### config.mk
export PLATFORM = sky130hd
export DESIGN_NAME = vx_div_pool
export DESIGN_NICKNAME = d
export VERILOG_FILES = /design/src/rtl/vx_div_pool.sv
export SDC_FILE = /design/constraint.sdc
export NUM_CORES = 2
export LEC_CHECK = 0
export BUFFER_PORTS_ARGS = -buffer_cell sky130_fd_sc_hd__buf_2
export CORE_AREA = 3 3 389 391
export CTS_CLUSTER_SIZE = 40
export DETAILED_ROUTE_END_ITERATION = 7
export DIE_AREA = 0 0 392 394
export GPL_TIMING_DRIVEN = 0
export PLACE_DENSITY = 0.67
export SLEW_MARGIN = 20
export SYNTH_ARGS = -nofsm -noshare
export SYNTH_HDL_FRONTEND = slang
export SYNTH_SLANG_ARGS = --single-unit
### constraint.sdc
create_clock -name clk -period 27.2 [get_ports clk]
set_clock_uncertainty 0.15 [all_clocks]
set_input_delay 2.72 -clock clk [delete_from_list [all_inputs] [get_ports clk]]
set_output_delay 2.72 -clock clk [all_outputs]
set_load 0.1 [all_outputs]
### src/rtl/vx_div_pool.sv
// Multi-unit radix-2 restoring divide pool with RISC-V M semantics.
// Results leave in issue order through an index FIFO; units that finish early wait in DONE.
module vx_div_pool #(
  parameter int XLEN      = 32,
  parameter int NUM_LANES = 4,
  parameter int NUM_UNITS = 2,
  parameter int TAG_WIDTH = 16
) (
  input  logic                      clk,
  input  logic                      reset,
  input  logic                      valid_in,
  output logic                      ready_in,
  input  logic                      is_signed_in,
  input  logic                      is_rem_in,
  input  logic [NUM_LANES*XLEN-1:0] numer_in,
  input  logic [NUM_LANES*XLEN-1:0] denom_in,
  input  logic [TAG_WIDTH-1:0]      tag_in,
  output logic                      valid_out,
  input  logic                      ready_out,
  output logic [NUM_LANES*XLEN-1:0] result_out,
  output logic [TAG_WIDTH-1:0]      tag_out,
  output logic                      busy_out
);

  localparam int IW = (NUM_UNITS > 1) ? $clog2(NUM_UNITS) : 1;
  localparam int CW = $clog2(XLEN);
  localparam int FW = $clog2(NUM_UNITS + 1);

  localparam logic [1:0] S_IDLE = 2'd0;
  localparam logic [1:0] S_BUSY = 2'd1;
  localparam logic [1:0] S_DONE = 2'd2;

  localparam logic [XLEN-1:0] MIN_NEG = {1'b1, {(XLEN-1){1'b0}}};

  // Per-unit control
  logic [1:0]           r_state [NUM_UNITS];
  logic [CW-1:0]        r_cnt   [NUM_UNITS];
  logic                 r_sgn   [NUM_UNITS];
  logic                 r_isrem [NUM_UNITS];
  logic [TAG_WIDTH-1:0] r_tag   [NUM_UNITS];

  // Per-unit, per-lane datapath
  logic [XLEN-1:0] r_quo   [NUM_UNITS][NUM_LANES];
  logic [XLEN-1:0] r_rem   [NUM_UNITS][NUM_LANES];
  logic [XLEN-1:0] r_dmag  [NUM_UNITS][NUM_LANES];
  logic [XLEN-1:0] r_numer [NUM_UNITS][NUM_LANES];
  logic            r_nneg  [NUM_UNITS][NUM_LANES];
  logic            r_dneg  [NUM_UNITS][NUM_LANES];
  logic            r_dz    [NUM_UNITS][NUM_LANES];
  logic            r_ovf   [NUM_UNITS][NUM_LANES];

  // Order FIFO
  logic [IW-1:0] r_fifo [NUM_UNITS];
  logic [IW-1:0] r_wptr;
  logic [IW-1:0] r_rptr;
  logic [FW-1:0] r_count;

  logic          w_found;
  logic          w_busy_any;
  logic [IW-1:0] w_sel;
  logic          w_push;
  logic          w_pop;
  logic [IW-1:0] w_head;

  logic [XLEN-1:0] w_nraw [NUM_LANES];
  logic [XLEN-1:0] w_draw [NUM_LANES];
  logic [XLEN-1:0] w_nmag [NUM_LANES];
  logic [XLEN-1:0] w_dmag [NUM_LANES];
  logic            w_nneg [NUM_LANES];
  logic            w_dneg [NUM_LANES];
  logic            w_dz   [NUM_LANES];
  logic            w_ovf  [NUM_LANES];
  logic            w_allz;

  logic [XLEN:0]   w_sh   [NUM_UNITS][NUM_LANES];
  logic [XLEN:0]   w_diff [NUM_UNITS][NUM_LANES];

  logic [XLEN-1:0] w_q [NUM_LANES];
  logic [XLEN-1:0] w_r [NUM_LANES];

  always_comb begin
    w_found    = 1'b0;
    w_busy_any = 1'b0;
    w_sel      = '0;
    for (int unsigned u = 0; u < NUM_UNITS; u++) begin
      if (r_state[u] != S_IDLE) begin
        w_busy_any = 1'b1;
      end else if (!w_found) begin
        w_found = 1'b1;
        w_sel   = IW'(u);
      end
    end
  end

  assign ready_in = w_found;
  assign busy_out = w_busy_any;
  assign w_push   = valid_in && w_found;
  assign w_head   = r_fifo[r_rptr];
  assign valid_out = (r_count != '0) && (r_state[w_head] == S_DONE);
  assign w_pop    = valid_out && ready_out;
  assign tag_out  = r_tag[w_head];

  always_comb begin
    w_allz = 1'b1;
    for (int unsigned l = 0; l < NUM_LANES; l++) begin
      w_nraw[l] = numer_in[l*XLEN +: XLEN];
      w_draw[l] = denom_in[l*XLEN +: XLEN];
      w_nneg[l] = is_signed_in && w_nraw[l][XLEN-1];
      w_dneg[l] = is_signed_in && w_draw[l][XLEN-1];
      w_nmag[l] = w_nneg[l] ? ('0 - w_nraw[l]) : w_nraw[l];
      w_dmag[l] = w_dneg[l] ? ('0 - w_draw[l]) : w_draw[l];
      w_dz[l]   = (w_draw[l] == '0);
      w_ovf[l]  = is_signed_in && (w_nraw[l] == MIN_NEG) && (w_draw[l] == '1);
      w_allz    = w_allz && w_dz[l];
    end
  end

  // r_quo starts as the dividend magnitude and shifts left as quotient bits enter
  always_comb begin
    for (int unsigned u = 0; u < NUM_UNITS; u++) begin
      for (int unsigned l = 0; l < NUM_LANES; l++) begin
        w_sh[u][l]   = {r_rem[u][l], r_quo[u][l][XLEN-1]};
        w_diff[u][l] = w_sh[u][l] - {1'b0, r_dmag[u][l]};
      end
    end
  end

  always_comb begin
    for (int unsigned l = 0; l < NUM_LANES; l++) begin
      w_q[l] = r_quo[w_head][l];
      w_r[l] = r_rem[w_head][l];
      if (r_sgn[w_head]) begin
        if (r_nneg[w_head][l] ^ r_dneg[w_head][l]) w_q[l] = '0 - w_q[l];
        if (r_nneg[w_head][l]) w_r[l] = '0 - w_r[l];
      end
      if (r_dz[w_head][l]) begin
        w_q[l] = '1;
        w_r[l] = r_numer[w_head][l];
      end else if (r_ovf[w_head][l]) begin
        w_q[l] = r_numer[w_head][l];
        w_r[l] = '0;
      end
      result_out[l*XLEN +: XLEN] = r_isrem[w_head] ? w_r[l] : w_q[l];
    end
  end

  always_ff @(posedge clk) begin
    if (reset) begin
      for (int unsigned u = 0; u < NUM_UNITS; u++) begin
        r_state[u] <= S_IDLE;
        r_cnt[u]   <= '0;
        r_fifo[u]  <= '0;
      end
      r_wptr  <= '0;
      r_rptr  <= '0;
      r_count <= '0;
    end else begin
      for (int unsigned u = 0; u < NUM_UNITS; u++) begin
        case (r_state[u])
          S_IDLE: begin
            if (w_push && (w_sel == IW'(u))) begin
              r_state[u] <= w_allz ? S_DONE : S_BUSY;
              r_cnt[u]   <= '0;
            end
          end
          S_BUSY: begin
            r_cnt[u] <= r_cnt[u] + CW'(1);
            if (r_cnt[u] == CW'(XLEN-1)) r_state[u] <= S_DONE;
          end
          S_DONE: begin
            if (w_pop && (w_head == IW'(u))) r_state[u] <= S_IDLE;
          end
          default: r_state[u] <= S_IDLE;
        endcase
      end
      if (w_push) begin
        r_fifo[r_wptr] <= w_sel;
        r_wptr <= (r_wptr == IW'(NUM_UNITS-1)) ? '0 : r_wptr + IW'(1);
      end
      if (w_pop) begin
        r_rptr <= (r_rptr == IW'(NUM_UNITS-1)) ? '0 : r_rptr + IW'(1);
      end
      case ({w_push, w_pop})
        2'b10:   r_count <= r_count + FW'(1);
        2'b01:   r_count <= r_count - FW'(1);
        default: r_count <= r_count;
      endcase
    end
  end

  always_ff @(posedge clk) begin
    for (int unsigned u = 0; u < NUM_UNITS; u++) begin
      if ((r_state[u] == S_IDLE) && w_push && (w_sel == IW'(u))) begin
        r_sgn[u]   <= is_signed_in;
        r_isrem[u] <= is_rem_in;
        r_tag[u]   <= tag_in;
        for (int unsigned l = 0; l < NUM_LANES; l++) begin
          r_quo[u][l]   <= w_nmag[l];
          r_rem[u][l]   <= '0;
          r_dmag[u][l]  <= w_dmag[l];
          r_numer[u][l] <= w_nraw[l];
          r_nneg[u][l]  <= w_nneg[l];
          r_dneg[u][l]  <= w_dneg[l];
          r_dz[u][l]    <= w_dz[l];
          r_ovf[u][l]   <= w_ovf[l];
        end
      end else if (r_state[u] == S_BUSY) begin
        for (int unsigned l = 0; l < NUM_LANES; l++) begin
          if (!w_diff[u][l][XLEN]) begin
            r_rem[u][l] <= w_diff[u][l][XLEN-1:0];
            r_quo[u][l] <= {r_quo[u][l][XLEN-2:0], 1'b1};
          end else begin
            r_rem[u][l] <= w_sh[u][l][XLEN-1:0];
            r_quo[u][l] <= {r_quo[u][l][XLEN-2:0], 1'b0};
          end
        end
      end
    end
  end

endmodule

# --- Word-level counts from Yosys, hierarchy flattened ---
# Memories as Yosys holds them, arrays and structs flattened. A register that Yosys moved wholly into a read port is not among the register bits.
# Index checks and enable logic that the tools add are counted.
# W data, S select, Z words.
classes:
  addsub: 30
  eq_ne: 17
  n_mux: 238
  bitwise: 50
  reduce_logical: 52
op_table:
  columns: ["op", "n"]
  rows:
  - ["$mux W32", 76]
  - ["$sub A1 B32 Y32 const A", 16]
  - ["$sub A33 B32 Y33", 8]
  - ["$eq A32 B32 Y1 const B", 8]
  - ["$mux W128", 2]
  - ["$reduce_or A128 Y1", 2]
  - ["$mux W1", 141]
  - ["$logic_not A32 Y1", 4]
  - ["$or A1 B1 Y1", 44]
  - ["$logic_and A1 B1 Y1", 30]
  - ["$mux W5", 4]
  - ["$mux W2", 9]
  - ["$mux W16", 1]
  - ["$mux W4", 4]
  - ["$reduce_or A16 Y1", 1]
  - ["$reduce_or A4 Y1", 4]
  - ["$add A5 B1 Y5 const B", 2]
  - ["$eq A5 B5 Y1 const B", 2]
  - ["$eq A2 B2 Y1 const B", 4]
  - ["$reduce_bool A2 Y1", 4]
  - ["$eq A2 B1 Y1 const B", 3]
  - ["$reduce_or A3 Y1", 2]
  - ["$logic_not A2 Y1", 2]
  - ["$pmux W2 S2", 1]
  - ["6 further kinds", 13]
word_totals:
  ff_bits: 4
  ramBits: 1108
  in_bits: 278
  output_inout_bits: 147
  mem_count: 14
memory_table:
  columns: ["memory", "words", "word_bits", "rd", "rd_clocked_by_memory_dff", "wr", "line_no", "text"]
  rows:
  - ["r_dmag", 2, 128, 2, 0, 1, "45", "logic [XLEN-1:0] r_dmag [NUM_UNITS][NUM_LANES];"]
  - ["r_numer", 2, 128, 1, 0, 1, "46", "logic [XLEN-1:0] r_numer [NUM_UNITS][NUM_LANES];"]
  - ["r_quo", 2, 128, 3, 0, 2, "43", "logic [XLEN-1:0] r_quo [NUM_UNITS][NUM_LANES];"]
  - ["r_rem", 2, 128, 3, 0, 2, "44", "logic [XLEN-1:0] r_rem [NUM_UNITS][NUM_LANES];"]
  - ["r_tag", 2, 16, 1, 0, 1, "40", "logic [TAG_WIDTH-1:0] r_tag [NUM_UNITS];"]
  - ["r_cnt", 2, 5, 2, 0, 2, "37", "logic [CW-1:0] r_cnt [NUM_UNITS];"]
  - ["+8 memories", null, null, null, null, null, null, null]

# --- Longest topological paths before layout ---
# An unclocked memory read counts as a cell.
depth:
  word_depth: 14
  ltp_mapped: 24
  mapped_depth_nobuf: 15

# --- Least setup slack after synthesis ---
# Ideal clock, no wire load.
synth_path:
  kind: "input-to-reg"
  startpoint: "in valid_in"
  endpoint: "mem r_quo[0][0] in the netlist's numbering (enable)"
  setup_ns: 0.429
  t_arrival_ns: 12.760
  t_required_ns: 26.621
  path_slack_ns: 13.861
  stages: 3
  path_buffers: 1
  cell_sequence: "and2_1 > clkbuf_1 > nand2b_1"
synth_rtl:
  columns: ["element", "line_no", "text"]
  rows:
  - ["start, declared", "11", "input logic valid_in,"]
  - ["end, declared", "43", null]

==> results_dict.tcl <==
set metrics [dict create \
    status "finished, violations left" \
    violations "design-rule violations" \
    wl_met3_um 35900 \
    path_cells "mux2_4 > buf_6 > buf_6 > buf_6 > buf_6 > buf_4 > buf_2 > buf_2 > buf_2 > buf_2 > buf_2 > a21oi_1 > ha_1 > and4b_1 > o211ai_1 > nor3_1 > nand3b_1 > nor2b_1 > a21oi_1 > xor2_1 > o21ai_0 > o21ai_0 > a21oi_1 > buf_2" \
    comb_power_share_pct 40.5 \
    clock_path_buffers 3 \
    dieArea_mm2 0.154 \
    drive_gt1_share_pct 10.2 \
    gr-total-overflow 0 \
    slowest_stage "buf_2" \
    port_buffers 424 \
    crit_cells 24 \
    ctsHtreeMaxLevel 4 \
    gp_congestion 0.990 \
    ant_nets 0 \
    m1WireLength_um 114000 \
    crit_top_cell "buf_2" \
    cts_resized 0 \
    p_sw_mw 2.95 \
    grt_pass1_wl_um 416000 \
    timing.critical_path.buf_inv 11 \
    cts_setup_buffers 0 \
    holdPathStages 2 \
    path_clk_slew_ps 60 \
    io_pins 425 \
    worstSetupStartpointType "flip-flop" \
    reg2reg_to "r_state[1][1]" \
    leakagePower_nw 32.7 \
    synthDistinctLibCells 89 \
    ff_latch_area_mm2 0.0334 \
    path_delay_family "buffers and inverters" \
    grt_pass1_vias 61900 \
    fin_crit_ps 12660 \
    seqPwrFrac_pct 32.9 \
    reg2reg_depth 13 \
    areaGrowthSynthToFinish_pct 13.2 \
    grt_max_degree 78 \
    internal_power_mw 4.14 \
    crit_fanout 10 \
    avgSynthCellArea_um2 9.63 \
    final_area_mm2 0.0839 \
    via_per_inst 6.41 \
    min_from "r_count[1]" \
    cts_sinks 1113 \
    die_width_um 392 \
    ctsRootBufferMaster "clkbuf_16" \
    ys_warn_count 0 \
    swShare_pct 41.6 \
    hold_viol 0 \
    ys_top_cells_by_area "edfxtp_1, mux2i_1, a21oi_1" \
    insertion_delay_ps 780 \
    nets 8844 \
    setup_viol 0 \
    drc 2 \
    critPathArrivalTime_ps 9790 \
    dpl_cell_area_mm2 0.0792 \
    wl_per_cell_um 28.6 \
    synth_seq_cells 1113 \
    ff2ff_setup_slack_ps 20480 \
    min_path_type "reg2reg" \
    ir_drop_mv 0.0852 \
    drtPass1Iterations 8 \
    yosysTopAreaCellShare_pct 44.9 \
    worstSetupPathType "reg2out" \
    holdWs_ps 357 \
    clkPwrFrac_pct 26.6 \
    synth_nets 8260 \
    synthArstFlopShare_pct 0 \
    relSlewSlack_pct 10.9 \
    syn_inst 7693 \
    multi_input_area_mm2 0.0378 \
    antenna_found_initial 73 \
    fmax_mhz 79.0 \
    fillers 13200 \
    cts-buffers-inserted 135 \
    die_h_um 394 \
    synth-edff-count 1107 \
    wl_met2_um 126000 \
    initial_core_util_pct 50.1 \
    final-max-slew-violation-count 0 \
    ys.flop_type "edfxtp_1" \
    hold_path_end "r_count[1]" \
    cap_violations 0 \
    layout_commonest_cell "edfxtp_1" \
    synth_top_cell_by_area "edfxtp_1" \
    wl_um 296000 \
    post-route-period-util_pct 46.5 \
    maxUsedRoutingLayer "met5" \
    vias 66400 \
    design.core.area_mm2 0.148 \
    hpwl_um 225000 \
    fp-row-count 141 \
    holdBufCountCts 0 \
    grt.total_usage_pct 36.9 \
    cts_tree "yes" \
    layout.cells.most_common_list "edfxtp_1, nor2_1, a21oi_1" \
    timing.setup.tns_ps 0 \
    crit_required_ps 24330 \
    cp-end-kind "output port" \
    worstMarginPinSlew_ps 1330 \
    power_density_mw_per_mm2 84.5 \
    synth_seq_area_share_pct 45.0 \
    drt_iter0_markers 8660 \
    max_stage_delay_ps 880 \
    syn_area_mm2 0.0741 \
    rsz0062_at_grt "no" \
]
## cells in the mapped netlist, types with 32 or more instances
cell,n
a211oi_1,72
a21o_1,142
a21oi_1,934
a221o_1,32
a31oi_1,96
and2_1,51
and3_1,43
buf_2,94
clkbuf_1,206
edfxtp_1,1107
ha_1,281
inv_1,374
mux2i_1,503
nand2_1,516
nand2b_1,60
nand3_1,97
nand4_1,69
nor2_1,935
nor2b_1,45
nor3_1,245
nor4_1,55
o21a_1,49
o21ai_0,394
o21bai_1,34
o22ai_1,46
o31ai_1,69
or3_1,39
or4_1,44
xnor2_1,413
xor2_1,291
## metal layers
metal,vias to the layer above,global-route usage (%)
li1,29500,-
met1,32000,48.5
met2,4134,54.6
met3,833,10.2
met4,14,21.2
met5,-,0
## worst max path at each step
stage / start / slack [ps] / end
floorplan: valid_in / 13860 / r_quo[0][0]
global placement: valid_in / 6970 / r_rem[0][100]
detailed placement: flip-flop / 15850 / result_out[22]
CTS: flip-flop / 14990 / result_out[22]
global route: flip-flop / 14630 / result_out[22]
finish: flip-flop / 14540 / result_out[22]
## cell families (layout without fill, tap and decap cells)
kind of cell	after synthesis	count (layout)	synth area share, %
flip-flops	1113	1113	45.0
multiplexers	509	509	6.91
other	0	44	0
adder cells (fa/ha/maj)	289	289	4.96
buffers and inverters	723	1408	4.02
AO/OA/AOI/OAI	2059	2059	16.5
XOR/XNOR	704	704	8.32
AND/OR/NAND/NOR	2296	2296	14.2
## stage by stage
step                      utilization, %  setup WS [ps]  power, mW  cells
after global routing                56.7          14630       7.32  10300
final                               56.7          14540       7.09  10400
after floorplan                        -          13860       4.31   7693
after global placement              53.2           6970       5.15  10000
after CTS                           56.7          14990       7.02  10300
after detailed placement            53.6          15850       5.15  10100
## sequential cells by signal (all words and copies together), names as in the netlist, named ones only
name     count
r_numer    256
r_rptr       1
r_dmag     256
r_ovf        8
r_isrem      2
r_tag       32
r_cnt       10
r_sgn        2
r_quo      256
r_nneg       8
r_wptr       1
r_dz         8
r_count      2
r_rem      256
r_fifo       2
r_dneg       8
r_state      4
## final cells by class
cell class | count | share of cell area [%]
clock inverter | 70 | 0.950
clock buffer | 168 | 4.43
buffer | 348 | 1.90
multi-input combinational | 5857 | 45.1
tap | 1930 | 2.88
timing repair buffer | 447 | 3.16
inverter | 375 | 1.69
sequential | 1113 | 39.8
antenna | 44 | 0.131
## power by group through the flow
stage | combinational (mW) | sequential, mW | clock [mW]
2_1_floorplan | 2.00 | 2.31 | 0
3_3_place_gp | 2.74 | 2.41 | 0
3_5_place_dp | 2.79 | 2.35 | 0
4_1_cts | 2.81 | 2.32 | 1.89
5_1_grt | 3.02 | 2.35 | 1.96
6_report | 2.87 | 2.33 | 1.89
## worst min-delay path: stages, from the launching register on
cell and delay, ps:
dfxtp_1 320, o21ai_0 70, a21oi_1 60
(Power assumes the default switching activity.)
